`config.mk`:
```
export PLATFORM = sky130hd
export DESIGN_NAME = bus_mux_reg
export DESIGN_NICKNAME = d
export VERILOG_FILES = /design/src/rtl/proc_pkg.sv /design/src/rtl/onehot_check.sv /design/src/rtl/bus_mux_reg.sv
export SDC_FILE = /design/constraint.sdc
export NUM_CORES = 1
export LEC_CHECK = 0
export ABC_CLOCK_PERIOD_IN_PS = 2100
export BUFFER_PORTS_ARGS = -buffer_cell sky130_fd_sc_hd__buf_4
export CORE_UTILIZATION = 42
export CTS_BUF_LIST = sky130_fd_sc_hd__clkbuf_8
export DETAILED_ROUTE_END_ITERATION = 6
export GPL_TIMING_DRIVEN = 0
export PLACE_DENSITY = 0.9
export SLEW_MARGIN = 10
export SYNTH_ARGS = -nofsm -noshare
export SYNTH_HDL_FRONTEND = slang
export SYNTH_HIERARCHICAL = 1
export SYNTH_SLANG_ARGS = --single-unit
```
`constraint.sdc`:
```
create_clock -name Clock -period 2.1 [get_ports Clock]
set_clock_uncertainty 0.2 [all_clocks]
set_input_delay 0.21 -clock Clock [delete_from_list [all_inputs] [get_ports Clock]]
set_output_delay 0.21 -clock Clock [all_outputs]
set_load 0.01 [all_outputs]
```
`src/rtl/proc_pkg.sv`:
```
// Shared constants for the 9-bit processor datapath: bus width, register count and
// the bus-source id encoding used by the bus selector and the control FSM.
package proc_pkg;

  localparam int BUS_W    = 9;
  localparam int NUM_REGS = 8;

  // Source ids follow the register ids, so they are derived from the register count.
  function automatic int srcG(input int numRegs);
    return numRegs;
  endfunction

  function automatic int srcDin(input int numRegs);
    return numRegs + 1;
  endfunction

  function automatic int srcOnes(input int numRegs);
    return numRegs + 2;
  endfunction

  function automatic int srcIdle(input int numRegs);
    return numRegs + 3;
  endfunction

  function automatic int srcW(input int numRegs);
    return $clog2(numRegs + 4);
  endfunction

  localparam int SRC_G    = srcG(NUM_REGS);
  localparam int SRC_DIN  = srcDin(NUM_REGS);
  localparam int SRC_ONES = srcOnes(NUM_REGS);
  localparam int SRC_IDLE = srcIdle(NUM_REGS);
  localparam int SRC_W    = srcW(NUM_REGS);

endpackage

```
`src/rtl/onehot_check.sv`:
```
// Classifies an N-bit enable vector as empty, one-hot or multi-hot and reports the
// position of the set bit; purely combinational so the control FSM can reuse it.
module onehot_check #(
  parameter  int N     = 8,
  localparam int IDX_W = (N > 1) ? $clog2(N) : 1
) (
  input  logic [N-1:0]     vec,
  output logic             is_zero,
  output logic             is_onehot,
  output logic [IDX_W-1:0] index
);

  logic w_seen;
  logic w_multi;

  // index is only meaningful when exactly one bit is set.
  always_comb begin
    w_seen  = 1'b0;
    w_multi = 1'b0;
    index   = '0;
    for (int i = 0; i < N; i++) begin
      if (vec[i]) begin
        if (w_seen) begin
          w_multi = 1'b1;
        end
        w_seen = 1'b1;
        index  = IDX_W'(i);
      end
    end
  end

  assign is_zero   = ~w_seen;
  assign is_onehot = w_seen & ~w_multi;

endmodule

```
`src/rtl/bus_mux_reg.sv`:
```
// Registered bus source selector: priority-selects G, DIn, ones or one register onto
// Bus, holds Bus when idle, and tracks conflicting drive enables.
module bus_mux_reg #(
  parameter  int WIDTH    = proc_pkg::BUS_W,
  parameter  int NUM_REGS = proc_pkg::NUM_REGS,
  parameter  int CNT_W    = 4,
  localparam int SRC_W    = proc_pkg::srcW(NUM_REGS)
) (
  input  logic                      Clock,
  input  logic                      Resetn,
  input  logic [WIDTH-1:0]          DIn,
  input  logic [WIDTH-1:0]          G,
  input  logic [WIDTH-1:0]          ones,
  input  logic [NUM_REGS*WIDTH-1:0] R_flat,
  input  logic [NUM_REGS-1:0]       Rout,
  input  logic                      Gout,
  input  logic                      DIn_out,
  input  logic                      ones_out,
  input  logic                      err_clr,
  output logic [WIDTH-1:0]          Bus,
  output logic                      Bus_valid,
  output logic [SRC_W-1:0]          Bus_src,
  output logic                      conflict_err,
  output logic [CNT_W-1:0]          conflict_cnt
);

  localparam int IDX_W = (NUM_REGS > 1) ? $clog2(NUM_REGS) : 1;

  localparam logic [SRC_W-1:0] SRC_G_ID    = SRC_W'(proc_pkg::srcG(NUM_REGS));
  localparam logic [SRC_W-1:0] SRC_DIN_ID  = SRC_W'(proc_pkg::srcDin(NUM_REGS));
  localparam logic [SRC_W-1:0] SRC_ONES_ID = SRC_W'(proc_pkg::srcOnes(NUM_REGS));
  localparam logic [SRC_W-1:0] SRC_IDLE_ID = SRC_W'(proc_pkg::srcIdle(NUM_REGS));
  localparam logic [CNT_W-1:0] CNT_MAX     = '1;

  logic             w_routZero;
  logic             w_routOneHot;
  logic [IDX_W-1:0] w_routIdx;
  logic [1:0]       w_fixedCount;
  logic             w_conflict;
  logic             w_load;
  logic [WIDTH-1:0] w_data;
  logic [SRC_W-1:0] w_src;

  logic [WIDTH-1:0] r_bus;
  logic             r_valid;
  logic [SRC_W-1:0] r_src;
  logic             r_err;
  logic [CNT_W-1:0] r_cnt;

  onehot_check #(
    .N(NUM_REGS)
  ) u_routCheck (
    .vec      (Rout),
    .is_zero  (w_routZero),
    .is_onehot(w_routOneHot),
    .index    (w_routIdx)
  );

  // A conflict is more than one enable set across the fixed sources and Rout combined.
  assign w_fixedCount = {1'b0, Gout} + {1'b0, DIn_out} + {1'b0, ones_out};
  assign w_conflict   = (w_fixedCount > 2'd1)
                      | ((w_fixedCount == 2'd1) & ~w_routZero)
                      | (~w_routZero & ~w_routOneHot);

  always_comb begin
    w_load = 1'b1;
    w_data = '0;
    w_src  = SRC_IDLE_ID;
    if (Gout) begin
      w_data = G;
      w_src  = SRC_G_ID;
    end else if (DIn_out) begin
      w_data = DIn;
      w_src  = SRC_DIN_ID;
    end else if (ones_out) begin
      w_data = ones;
      w_src  = SRC_ONES_ID;
    end else if (w_routOneHot) begin
      w_data = R_flat[int'(w_routIdx)*WIDTH +: WIDTH];
      w_src  = SRC_W'(w_routIdx);
    end else begin
      w_load = 1'b0;
    end
  end

  // Bus keeps its last value whenever nothing legitimately drives it.
  always_ff @(posedge Clock or negedge Resetn) begin
    if (!Resetn) begin
      r_bus   <= '0;
      r_valid <= 1'b0;
      r_src   <= SRC_IDLE_ID;
    end else begin
      r_valid <= w_load;
      r_src   <= w_src;
      if (w_load) begin
        r_bus <= w_data;
      end
    end
  end

  // A conflict in the same cycle as a clear restarts the count at one.
  always_ff @(posedge Clock or negedge Resetn) begin
    if (!Resetn) begin
      r_err <= 1'b0;
      r_cnt <= '0;
    end else if (w_conflict) begin
      r_err <= 1'b1;
      if (err_clr) begin
        r_cnt <= CNT_W'(1);
      end else if (r_cnt != CNT_MAX) begin
        r_cnt <= r_cnt + CNT_W'(1);
      end
    end else if (err_clr) begin
      r_err <= 1'b0;
      r_cnt <= '0;
    end
  end

  assign Bus          = r_bus;
  assign Bus_valid    = r_valid;
  assign Bus_src      = r_src;
  assign conflict_err = r_err;
  assign conflict_cnt = r_cnt;

endmodule

```
* After elaboration in Yosys (flattened, before gate mapping) *
Cells that the tools add are included.

operators by class
  add/subtract/negate cells = 3
  multipliers = 1
  magnitude comparators = 1
  eq/ne operators = 2
  shifts and indexed selects = 1
  multiplexer cells = 47
  bitwise logic cells = 7
  reduce and logical (&&, ||, !) cells = 3

operators by type and width
  operator             number
  $shiftx 72x8->9      1
  $mux 9               4
  $mux 4               8
  $mux 1               29
  $mux 3               4
  $mul 3x4->7 const B  1
  $add 4x1->4 const B  1
  $mux 2               2
  $ne 4x4->1 const B   1
  $reduce_bool 2->1    2
  $and 1x1->1          3
  $add 1x1->2          1
  $add 2x1->2          1
  $eq 2x1->1 const B   1
  $gt 2x1->1 const B   1
  $not 1->1            2
  $or 1x1->1           2
  $reduce_and 2->1     1

storage, ports and cells
  register bits = 19
  bits of input ports = 113
  word-level logic and storage cells = 70

* Logic depth before layout (Yosys ltp) *
Gate-level depths: netlist (run 1).

  depth after elaboration = 22
  mapped depth = 10
  gate-level depth less buffers = 8

* Hierarchy *
The synthesis (run 1) kept the hierarchy.

modules (own cells, without submodules)
  module        instances  cells each  area an instance (µm²)
  bus_mux_reg   1          139         1,596.5
  onehot_check  1          24          153.9

* Worst setup path after synthesis (run 1) *
No wires, ideal clock.

  kind = input-to-reg
  start = input port Rout[2]
  end = register r_bus[8] (netlist: Bus[8])
  library setup time = 0.122 ns
  data arrival time = 1.889 ns
  required time = 1.778 ns
  setup slack = -0.110 ns
  stages on the path = 10
  cells stage by stage = nand2b_1 > a21oi_1 > nor2_1 > o21bai_1 > buf_6 > buf_12 > mux4_2 > mux2_2 > a21oi_1 > o21ai_1

on the way
  elaborated cells on any way between the ends = 35
  those cells by class = 1 x mul; 1 x shift; 31 x mux; 2 x bitwise

RTL lines
  element               line                source
  start, declared       bus_mux_reg.sv:15   input logic [NUM_REGS-1:0] Rout,
  $mux 2 (2 in series)  onehot_check.sv:22  if (vec[i]) begin
  $mux 3 (4 in series)  onehot_check.sv:22
  net w_routIdx[0]      bus_mux_reg.sv:37   logic [IDX_W-1:0] w_routIdx;
  $mul 3x4->7           bus_mux_reg.sv:79   w_data = R_flat[int'(w_routIdx)*WIDTH +: WIDTH];
  $shiftx 72x8->9       bus_mux_reg.sv:79
  $mux 9                bus_mux_reg.sv:78   end else if (w_routOneHot) begin
  $mux 9                bus_mux_reg.sv:75   end else if (ones_out) begin
  $mux 9                bus_mux_reg.sv:72   end else if (DIn_out) begin
  $mux 9                bus_mux_reg.sv:69   if (Gout) begin
  end signal, assigned  bus_mux_reg.sv:96   r_bus <= w_data;
  end, declared         bus_mux_reg.sv:44   logic [WIDTH-1:0] r_bus;

The timed path passes the listed nets, and every way through them passes these cells.
A chain may end at the register's enable or synchronous reset.

* Final worst setup path (run 1) *
  start = input port Rout[2]
  end = register r_bus[2] (netlist: Bus[2])

Same word-level chain as after synthesis.

==> results.yml, run 1 <==
synth:
  yosysSeqAreaShare_pct: 27.4
  ys_ff_latch: 19
  synth_nets: 278
  synthTopCellsByArea: "dfrtp_1 (23%), mux4_1 (14%), mux4_2 (12%)"
  syn_area_sq_mm: 0.00175
  synthDominantCellAreaShare_pct: 22.9
  yosys.area.top_type: "dfrtp_1"
  syn_inst: 163
  yosysWarnings: 6
  avgSynthCellArea_sq_um: 10.7
  ys_types: 38
power_and_ir_drop:
  pwr-share-clk_pct: 20.6
  power_frac_comb_pct: 44.1
  irDropWorstVdd_mv: 0.223
  p_sw_share_pct: 27.1
  p_leak_nw: 1.44
  power_frac_seq_pct: 35.3
  switchingPower_uw: 319
  internal_power_uw: 856
  power_density_mw_per_mm2: 388
drt:
  drt_iter0_markers: 175
  vias_per_cell: 5.54
  drtPass1Iterations: 4
  wl_um: 5680
  remaining_drc_errors: 0
  wire_per_inst_um: 16.1
  vias: 1960
  ant_nets: 0
clock_network:
  clk_latency_ns: 0.25
  clk_pin_slew_ns: 0.06
  h-tree-depth: 1
  cts_sinks: 19
  numCtsBuffers: 3
  clockBufferDepth: 2
  cts_root_buffer: "clkbuf_8"
  cts_tree: "yes"
placed_design:
  io_buffers: 131
  dpl_cell_area_sq_mm: 0.00288
  gp_congestion: 0.844
  dp_slack_ns: -0.490
  dp_hpwl_um: 4760
floorplanning:
  initial_core_util_pct: 43.8
  die_h_um: 66.6
  core.rowCount: 23
  coreArea_sq_mm: 0.00400
  die_x_um: 66.6
  io_pins: 132
  die-area_sq_mm: 0.00443
final_layout:
  stdcell_area_sq_mm: 0.00303
  final_nets: 420
  n_antenna_cell: 0
  num-fill-cells: 293
  drive_above_1_share_pct: 62.2
  synthToLayoutAreaGrowth_pct: 72.8
  ff_latch_area_sq_um: 479
  multi_input_comb_area_sq_mm: 0.00129
outcome:
  status: "complete, but fails checks"
  failed_checks: "setup timing"
timing:
  slew_headroom_pct: 62.4
  final.hold.worst_slack_ns: 0.0220
  setup_tns_ns: -0.0883
  tightest_slew_ns: 0.559
  timing.final.crit_period_ns: 2.13
  layout_setup_ws_ns: -0.0324
  finalMaxSlewViolations: 0
  setup_viol: 4
  rsz0062_at_grt: "true"
  hold_violations: 0
  fmax_ghz: 0.469
  post-route-period-util_pct: 102
global_route:
  gr-total-overflow: 0
  grtUsageTotal_pct: 25.8
  grt_pass1_wl_um: 8650
  antenna_found_initial: 0
  grt_pass1_vias: 1891
  grt_start_max_net_pins: 20
flow_run:
  max_cap_violations: 0
min_path:
  hold_class: "in -> reg"
  min_from: "G[4]"
worst_setup_path:
  critPathCaptureType: "flop"
  worstPathArrival_ns: 2.07
  crit_type: "in -> reg"
  cp_max_fo: 6
  reg2reg_from: "conflict_cnt[0]"
  crit_start: "Rout[2]"
  start_kind: "primary input"
  worstPathRequired_ns: 2.03
[cell usage in the layout (no fill, tap or decap), types with 2 or more instances in the layout]
cell type / instances
a21oi_1: 4
buf_2: 2
dlygate4sd3_1: 2
and3_1: 2
nand2_1: 13
a211oi_2: 2
o31ai_1: 2
nor2_1: 9
o211ai_1: 2
mux4_1: 7
inv_1: 6
buf_4: 133
clkbuf_8: 3
o21ai_1: 8
mux2_4: 9
dfrtp_1: 16
dfstp_2: 3
mux4_2: 11
a221o_1: 8
clkbuf_1: 3
nor2b_1: 14
o21ai_0: 4
a21oi_2: 10
or3_1: 3
buf_6: 3
nor4_4: 2
[registers in the layout, indices dropped and copies added (netlist names)]
| register | flops |
|---|---|
| Bus_valid | 1 |
| Bus_src | 4 |
| conflict_err | 1 |
| conflict_cnt | 4 |
| Bus | 9 |
[worst paths after layout]
path,to,depth (start not counted),slack (ns)
worst max register to register,conflict_cnt[0],4,0.51
worst min register to register,Bus[7],2,0.29
min in group asynchronous,conflict_cnt[2],2,0.16
worst max-delay path,Bus[2],11,-0.03
max in group asynchronous,Bus_src[0],2,1.28
worst min-delay path,Bus[4],3,0.02
[synth_stat cells (all sizes together)]
master	n
a211oi	2
a21oi	14
a221o	8
a31oi	1
and2b	1
and3	3
buf	6
clkbuf	3
dfrtp	16
dfstp	3
fa	1
ha	1
inv	6
mux2	9
mux4	18
nand2	13
nand2b	2
nand3	2
nand3b	1
nor2	11
nor2b	14
nor4	2
o211ai	2
o21a	1
o21ai	13
o21ba	1
o21bai	2
o311ai	1
o31ai	2
o41ai	1
or3	3
[area by class of cell]
class / instances / share of cell area (%)
Clock buffer: 3 / 1.36
Clock inverter: 1 / 0.165
Inverter: 6 / 0.744
Buffer: 9 / 2.23
Multi-Input combinational cell: 129 / 42.6
Tap cell: 50 / 2.07
Sequential cell: 19 / 15.8
Timing Repair Buffer: 137 / 34.9
[power by group through the flow]
stage	combinational, mW	clock, mW	sequential (mW)
floorplan	0.216	0	0.433
global placement	0.475	0	0.421
detailed placement	0.492	0	0.422
CTS	0.516	0.251	0.415
global route	0.558	0.264	0.419
finish	0.518	0.242	0.415
[critical path, cell delays in order]
cell      delay, ns
buf_6          0.10
nand2b_4       0.13
a21oi_2        0.11
nor2_1         0.06
o21bai_2       0.16
buf_6          0.18
buf_12         0.13
mux4_2         0.49
mux2_4         0.27
a21oi_2        0.15
o21ai_1        0.08
[through the flow]
step,util (%),instances,total power [mW]
after floorplan,-,163,0.649
after global placement,71.9,344,0.895
after detailed placement,71.9,344,0.914
after CTS,75.1,354,1.18
after global routing,75.6,354,1.24
final,75.6,354,1.18
[kinds of logic (layout without fill, tap and decap cells)]
| kind of cell | Yosys count | after routing | synth area share [%] |
|---|---|---|---|
| AOI/OAI and AO/OA | 48 | 48 | 18.7 |
| adders and majority gates | 2 | 2 | 1.86 |
| buffers and inverters | 15 | 156 | 5.15 |
| DFF | 19 | 19 | 27.4 |
| muxes | 27 | 27 | 30.9 |
| and+or+nand+nor | 52 | 52 | 16.1 |
[timing repair]
action / 4_1_cts / 5_1_grt
hold buffers: 2 / 0
resized for setup: 8 / 5
hold endpoints to repair: 23 / 0
pin swaps: 11 / 5
buffers inserted: 2 / 0
cloned: 2 / 0
setup endpoints to repair: 10 / 13
[per-layer routing]
metal / part of all wire [%] / routed length (um) / GRT usage, %
met1: 37 / 2110 / 30.7
met2: 56 / 3200 / 47.5
met3: 4.9 / 277 / 2.40
met4: 1.6 / 91 / 9.04
met5: 0 / 0 / 0
(Power assumes the default switching activity.)
==> inputs of run 2 (changes only) <==
--- a/config.mk
+++ b/config.mk
@@ -12,6 +12,7 @@
 export DETAILED_ROUTE_END_ITERATION = 6
 export GPL_TIMING_DRIVEN = 0
 export PLACE_DENSITY = 0.9
+export REMOVE_ABC_BUFFERS = 1
 export SLEW_MARGIN = 10
 export SYNTH_ARGS = -nofsm -noshare
 export SYNTH_HDL_FRONTEND = slang
==> results.yml, run 2 (synthesis results as in run 1) <==
final_layout:
  layout_common_cells: "buf_4 (135), mux4_2 (18), dfrtp_1 (16)"
  synthToLayoutAreaGrowth_pct: 71.5
  final_common_cell: "buf_4"
  final_cells: 350
  drive_above_1_share_pct: 65.7
  largest_reg_flops: 9
  final_nets: 416
  n_antenna_cell: 0
clock_network:
  clockBufferDepth: 2
  clk_latency_ns: 0.25
  cts_sinks: 19
  cts_root_buffer: "clkbuf_8"
  numCtsBuffers: 3
  cts_tree: "yes"
  h-tree-depth: 1
  clk_pin_slew_ns: 0.07
drt:
  drt_iter0_markers: 86
  wire_per_inst_um: 16.4
  drtPass1Iterations: 4
  wl_um: 5730
  remaining_drc_errors: 0
  vias_per_cell: 5.48
  ant_nets: 0
  vias: 1918
global_route:
  grt_start_max_net_pins: 23
  gr-total-overflow: 0
  grt_pass1_vias: 1893
  antenna_found_initial: 0
  grtUsageTotal_pct: 26.3
  grt_pass1_wl_um: 8640
floorplanning:
  core.rowCount: 23
  initial_core_util_pct: 43.8
  die-area_sq_mm: 0.00443
  io_pins: 132
  die_h_um: 66.6
  coreArea_sq_mm: 0.00400
  die_x_um: 66.6
power_and_ir_drop:
  irDropWorstVdd_mv: 0.179
  p_leak_nw: 1.41
  finalPower_mw: 1.18
  power_density_mw_per_mm2: 392
placed_design:
  dp_hpwl_um: 4580
  gp_congestion: 0.829
  io_buffers: 131
  placedCellCount: 337
timing:
  tightest_slew_ns: 0.558
  finalMaxSlewViolations: 0
  setup_tns_ns: -0.0504
  slew_headroom_pct: 62.7
  fmax_ghz: 0.470
  hold_violations: 0
  post-route-period-util_pct: 101
  rsz0062_at_grt: "true"
  layout_setup_ws_ns: -0.0273
  setup_viol: 3
  timing.final.crit_period_ns: 2.13
worst_setup_path:
  reg2reg_from: "conflict_cnt[0]"
  r2r_slack_ns: 0.52
  worstPathArrival_ns: 2.06
  worstPathRequired_ns: 2.03
  start_kind: "primary input"
  cp_max_fo: 7
  crit_type: "in -> reg"
  critPathCaptureType: "flop"
  r2r-end: "conflict_cnt[0]"
  reg2regPathDepth: 4
outcome:
  failed_checks: "setup timing"
  status: "complete, but fails checks"
flow_run:
  max_cap_violations: 0
min_path:
  hold-path-endpoint: "Bus[2]"
  whs_path_depth: 3
  min_from: "G[2]"
  hold_class: "in -> reg"
==> run 2: cell count changes in the layout (fill, tap and decap cells not counted), sizes merged <==
| cell | before | now |
|---|---|---|
| buf | 141 | 140 |
| clkbuf | 6 | 3 |
| clkinv | 1 | 0 |
| inv | 6 | 7 |
==> run 2: final cells by class <==
cell class,count,area (sq um)
fillers,296,998
multi-input cells,129,1280
flip-flops and latches,19,479
repair buffers,142,1110
clock buffers,3,41.3
inverters,6,22.5
well taps,50,62.6
clock inverters,1,3.75
==> run 2: power breakdown <==
group          total, mW  internal (mW)  switching (mW)
sequential         0.416          0.396          0.0198
clock              0.242          0.130           0.112
combinational      0.519          0.329           0.190
total               1.18          0.855           0.322
==> run 2: timing repair <==
action / in CTS / in global routing
setup endpoints to repair: 10 / 13
pin swaps: 7 / 8
resized for setup: 33 / 10
hold endpoints to repair: 23 / 0
buffers inserted: 5 / 2
gates cloned: 1 / 0
hold buffers: 2 / 0
==> run 2: through the flow <==
stage                     hold slack [ns]  setup WS [ns]  util (%)  area, sq um
after detailed placement           -0.108         -0.671      69.0         2760
after CTS                         0.00130        -0.0743      74.8         2990
final                              0.0109        -0.0273      75.0         3000
after floorplan                    -0.286          -1.14         -         1680
after global placement             -0.110          -1.79      68.2         2730
after global routing              0.00680        -0.0848      75.0         3000
==> run 2: worst max path at each step <==
stage / depth (start not counted) / startpoint / endpoint
after floorplan: 8 / Rout[2] / Bus[0]
after global placement: 9 / Rout[2] / Bus[7]
after detailed placement: 10 / Rout[2] / Bus[8]
after CTS: 11 / Rout[2] / Bus[2]
after global routing: 11 / Rout[2] / Bus[6]
final: 10 / Rout[2] / Bus[8]
==> run 2: routing by layer <==
layer / GRT usage, % / up-vias / share of wire, %
li1: - / 905 / -
met3: 4.97 / 12 / 6.6
met5: 0 / - / 0
met1: 31.6 / 910 / 38
met4: 10.9 / 0 / 2.1
met2: 45.6 / 91 / 53
==> run 2: critical path, cell delays in order <==
cell	delay, ns
buf_6	0.10
nand2b_4	0.13
a21oi_2	0.14
nor2_2	0.06
o21bai_4	0.23
buf_12	0.17
mux4_2	0.52
mux2_4	0.28
a21oi_2	0.15
o21ai_1	0.08
==> inputs of run 3 (changes only) <==
--- a/config.mk
+++ b/config.mk
@@ -7,11 +7,13 @@
 export LEC_CHECK = 0
 export ABC_CLOCK_PERIOD_IN_PS = 2100
 export BUFFER_PORTS_ARGS = -buffer_cell sky130_fd_sc_hd__buf_4
-export CORE_UTILIZATION = 42
+export CELL_PAD_IN_SITES_DETAIL_PLACEMENT = 1
+export CELL_PAD_IN_SITES_GLOBAL_PLACEMENT = 2
+export CORE_UTILIZATION = 22
 export CTS_BUF_LIST = sky130_fd_sc_hd__clkbuf_8
 export DETAILED_ROUTE_END_ITERATION = 6
 export GPL_TIMING_DRIVEN = 0
-export PLACE_DENSITY = 0.9
+export PLACE_DENSITY = 0.87
 export REMOVE_ABC_BUFFERS = 1
 export SLEW_MARGIN = 10
 export SYNTH_ARGS = -nofsm -noshare
==> results.yml, run 3 (synthesis results as in run 1) <==
global_route:
  grt_pass1_wl_um: 10600
  grt_start_max_net_pins: 23
  gr-total-overflow: 0
  antenna_found_initial: 0
  grtUsageMet2_pct: 28.2
  grtUsageTotal_pct: 16.1
  use_met3_pct: 2.18
  grt_pass1_vias: 2100
  grt_busiest_layer: "met2"
  grt_use_met1_pct: 20.4
floorplanning:
  io_pins: 132
  die_h_um: 91.2
  die-area_sq_mm: 0.00832
  coreArea_sq_mm: 0.00773
  die_x_um: 91.2
  initial_core_util_pct: 22.7
  core.rowCount: 32
worst_setup_path:
  start_kind: "primary input"
  reg2regPathDepth: 4
  r2r_slack_ns: 0.52
  worstPathRequired_ns: 2.04
  worstPathArrival_ns: 2.08
  crit_type: "in -> reg"
  critPathCaptureType: "flop"
  slowest_delay_ns: 0.52
  reg2reg_from: "conflict_cnt[0]"
  cp_slowest_cell: "mux4_2"
  cp_common_cell: "a21oi_2"
  r2r-end: "conflict_cnt[0]"
  cp_max_fo: 7
  crit_chain: "buf_6, nand2b_4, a21oi_2, nor2_2, o21bai_4, buf_8, mux4_2, mux2_4, a21oi_2, o21ai_1"
clock_network:
  h-tree-depth: 1
  clockBufferDepth: 2
  cts_root_buffer: "clkbuf_8"
  clk_latency_ns: 0.25
  cts_tree: "yes"
  numCtsBuffers: 3
  cts_sinks: 19
  clk_pin_slew_ns: 0.07
timing:
  hold_violations: 0
  finalMaxSlewViolations: 0
  post-route-period-util_pct: 102
  timing.final.crit_period_ns: 2.14
  rsz0062_at_grt: "true"
  setup_viol: 3
  layout_setup_ws_ns: -0.0380
  fmax_ghz: 0.468
  slew_headroom_pct: 64.4
  tightest_slew_ns: 0.529
placed_design:
  dpl_cell_area_sq_mm: 0.00282
  io_buffers: 131
  dp_hpwl_um: 5360
  gp_congestion: 0.805
drt:
  ant_nets: 0
  remaining_drc_errors: 0
  wire_per_inst_um: 16.4
  vias_per_cell: 4.78
  wl_um: 6590
  vias: 1923
  drt_iter0_markers: 19
  drtPass1Iterations: 4
final_layout:
  final_nets: 416
  drive_above_1_share_pct: 65.7
  final_common_cell: "buf_4"
  n_antenna_cell: 0
  largest_reg_flops: 9
  synthToLayoutAreaGrowth_pct: 74.5
  layout_common_cells: "buf_4 (135), mux4_2 (18), dfrtp_1 (16)"
  stdcell_area_sq_mm: 0.00305
  num-fill-cells: 893
power_and_ir_drop:
  power_density_mw_per_mm2: 386
  pwr-share-clk_pct: 20.6
  p_leak_nw: 1.41
  power_frac_comb_pct: 44.2
  internal_power_uw: 852
  switchingPower_uw: 326
  irDropWorstVdd_mv: 0.166
  p_sw_share_pct: 27.7
  power_frac_seq_pct: 35.2
  finalPower_mw: 1.18
min_path:
  min_from: "G[5]"
  whs_path_depth: 3
  hold-path-endpoint: "Bus[5]"
  hold_class: "in -> reg"
outcome:
  failed_checks: "setup timing"
  status: "complete, but fails checks"
flow_run:
  max_cap_violations: 0
## run 3: cell count changes in the layout (fill, tap and decap cells not counted)
cell     delta
a21oi_2     +1
a21oi_4     -1
buf_12      -1
buf_8       +1
## run 3: worst max-delay path by stage
stage                        from      to  slack (ns)  cells past startpoint
final                     Rout[2]  Bus[0]       -0.04                     10
after global routing      Rout[2]  Bus[3]       -0.13                     10
after CTS                 Rout[2]  Bus[3]       -0.04                     10
after detailed placement  Rout[2]  Bus[0]       -0.95                     10
after global placement    Rout[2]  Bus[3]       -1.92                      9
after floorplan           Rout[2]  Bus[0]       -1.14                      8
## run 3: per-stage QoR
| step | util (%) | TNS [ns] | setup slack (ns) | instances | hold WS (ns) |
|---|---|---|---|---|---|
| finish | 39.5 | -0.0791 | -0.0380 | 402 | 0.00400 |
| global route | 39.5 | -0.797 | -0.127 | 402 | 0.0231 |
| CTS | 39.2 | -0.110 | -0.0365 | 399 | 0.0112 |
| detailed placement | 36.5 | -9.05 | -0.949 | 389 | -0.103 |
| global placement | 36.2 | -19.16 | -1.92 | 387 | -0.101 |
| floorplan | - | -10.61 | -1.14 | 154 | -0.286 |
## run 3: what timing repair did
action | CTS | global route
pin swaps | 10 | 7
hold buffers | 2 | 0
endpoints found under the setup margin | 13 | 11
gates cloned | 0 | 0
setup buffers | 4 | 3
endpoints found under the hold margin | 22 | 0
resized for setup | 40 | 1
## run 3: critical path, delay by kind of cell
family                 cells  cell delay [ns]
AO/OA/AOI/OAI              4             0.57
multiplexers               2             0.82
buffers and inverters      2             0.29
AND/OR/NAND/NOR            2             0.20
## run 3: per-layer routing
| metal | up-vias | part of all wire, % |
|---|---|---|
| met5 | - | 0 |
| met4 | 0 | 2.1 |
| met3 | 11 | 5.2 |
| met2 | 73 | 51 |
| met1 | 936 | 41 |
| li1 | 903 | - |
## run 3: cell type report
cell class	instances	area, sq um	share of cell area, %
clock inverter	1	3.75	0.123
sequential	19	479	15.7
inverter	6	22.5	0.737
tap	102	128	4.18
clock buffer	3	41.3	1.35
multi-input combinational	129	1280	41.8
timing repair buffer	142	1100	36.1
## run 3: power by group through the flow
stage	combinational [mW]	clock, mW	sequential [mW]
3_5_place_dp	0.462	0	0.423
3_3_place_gp	0.445	0	0.421
5_1_grt	0.565	0.270	0.420
2_1_floorplan	0.171	0	0.433
4_1_cts	0.523	0.251	0.416
6_report	0.521	0.243	0.415
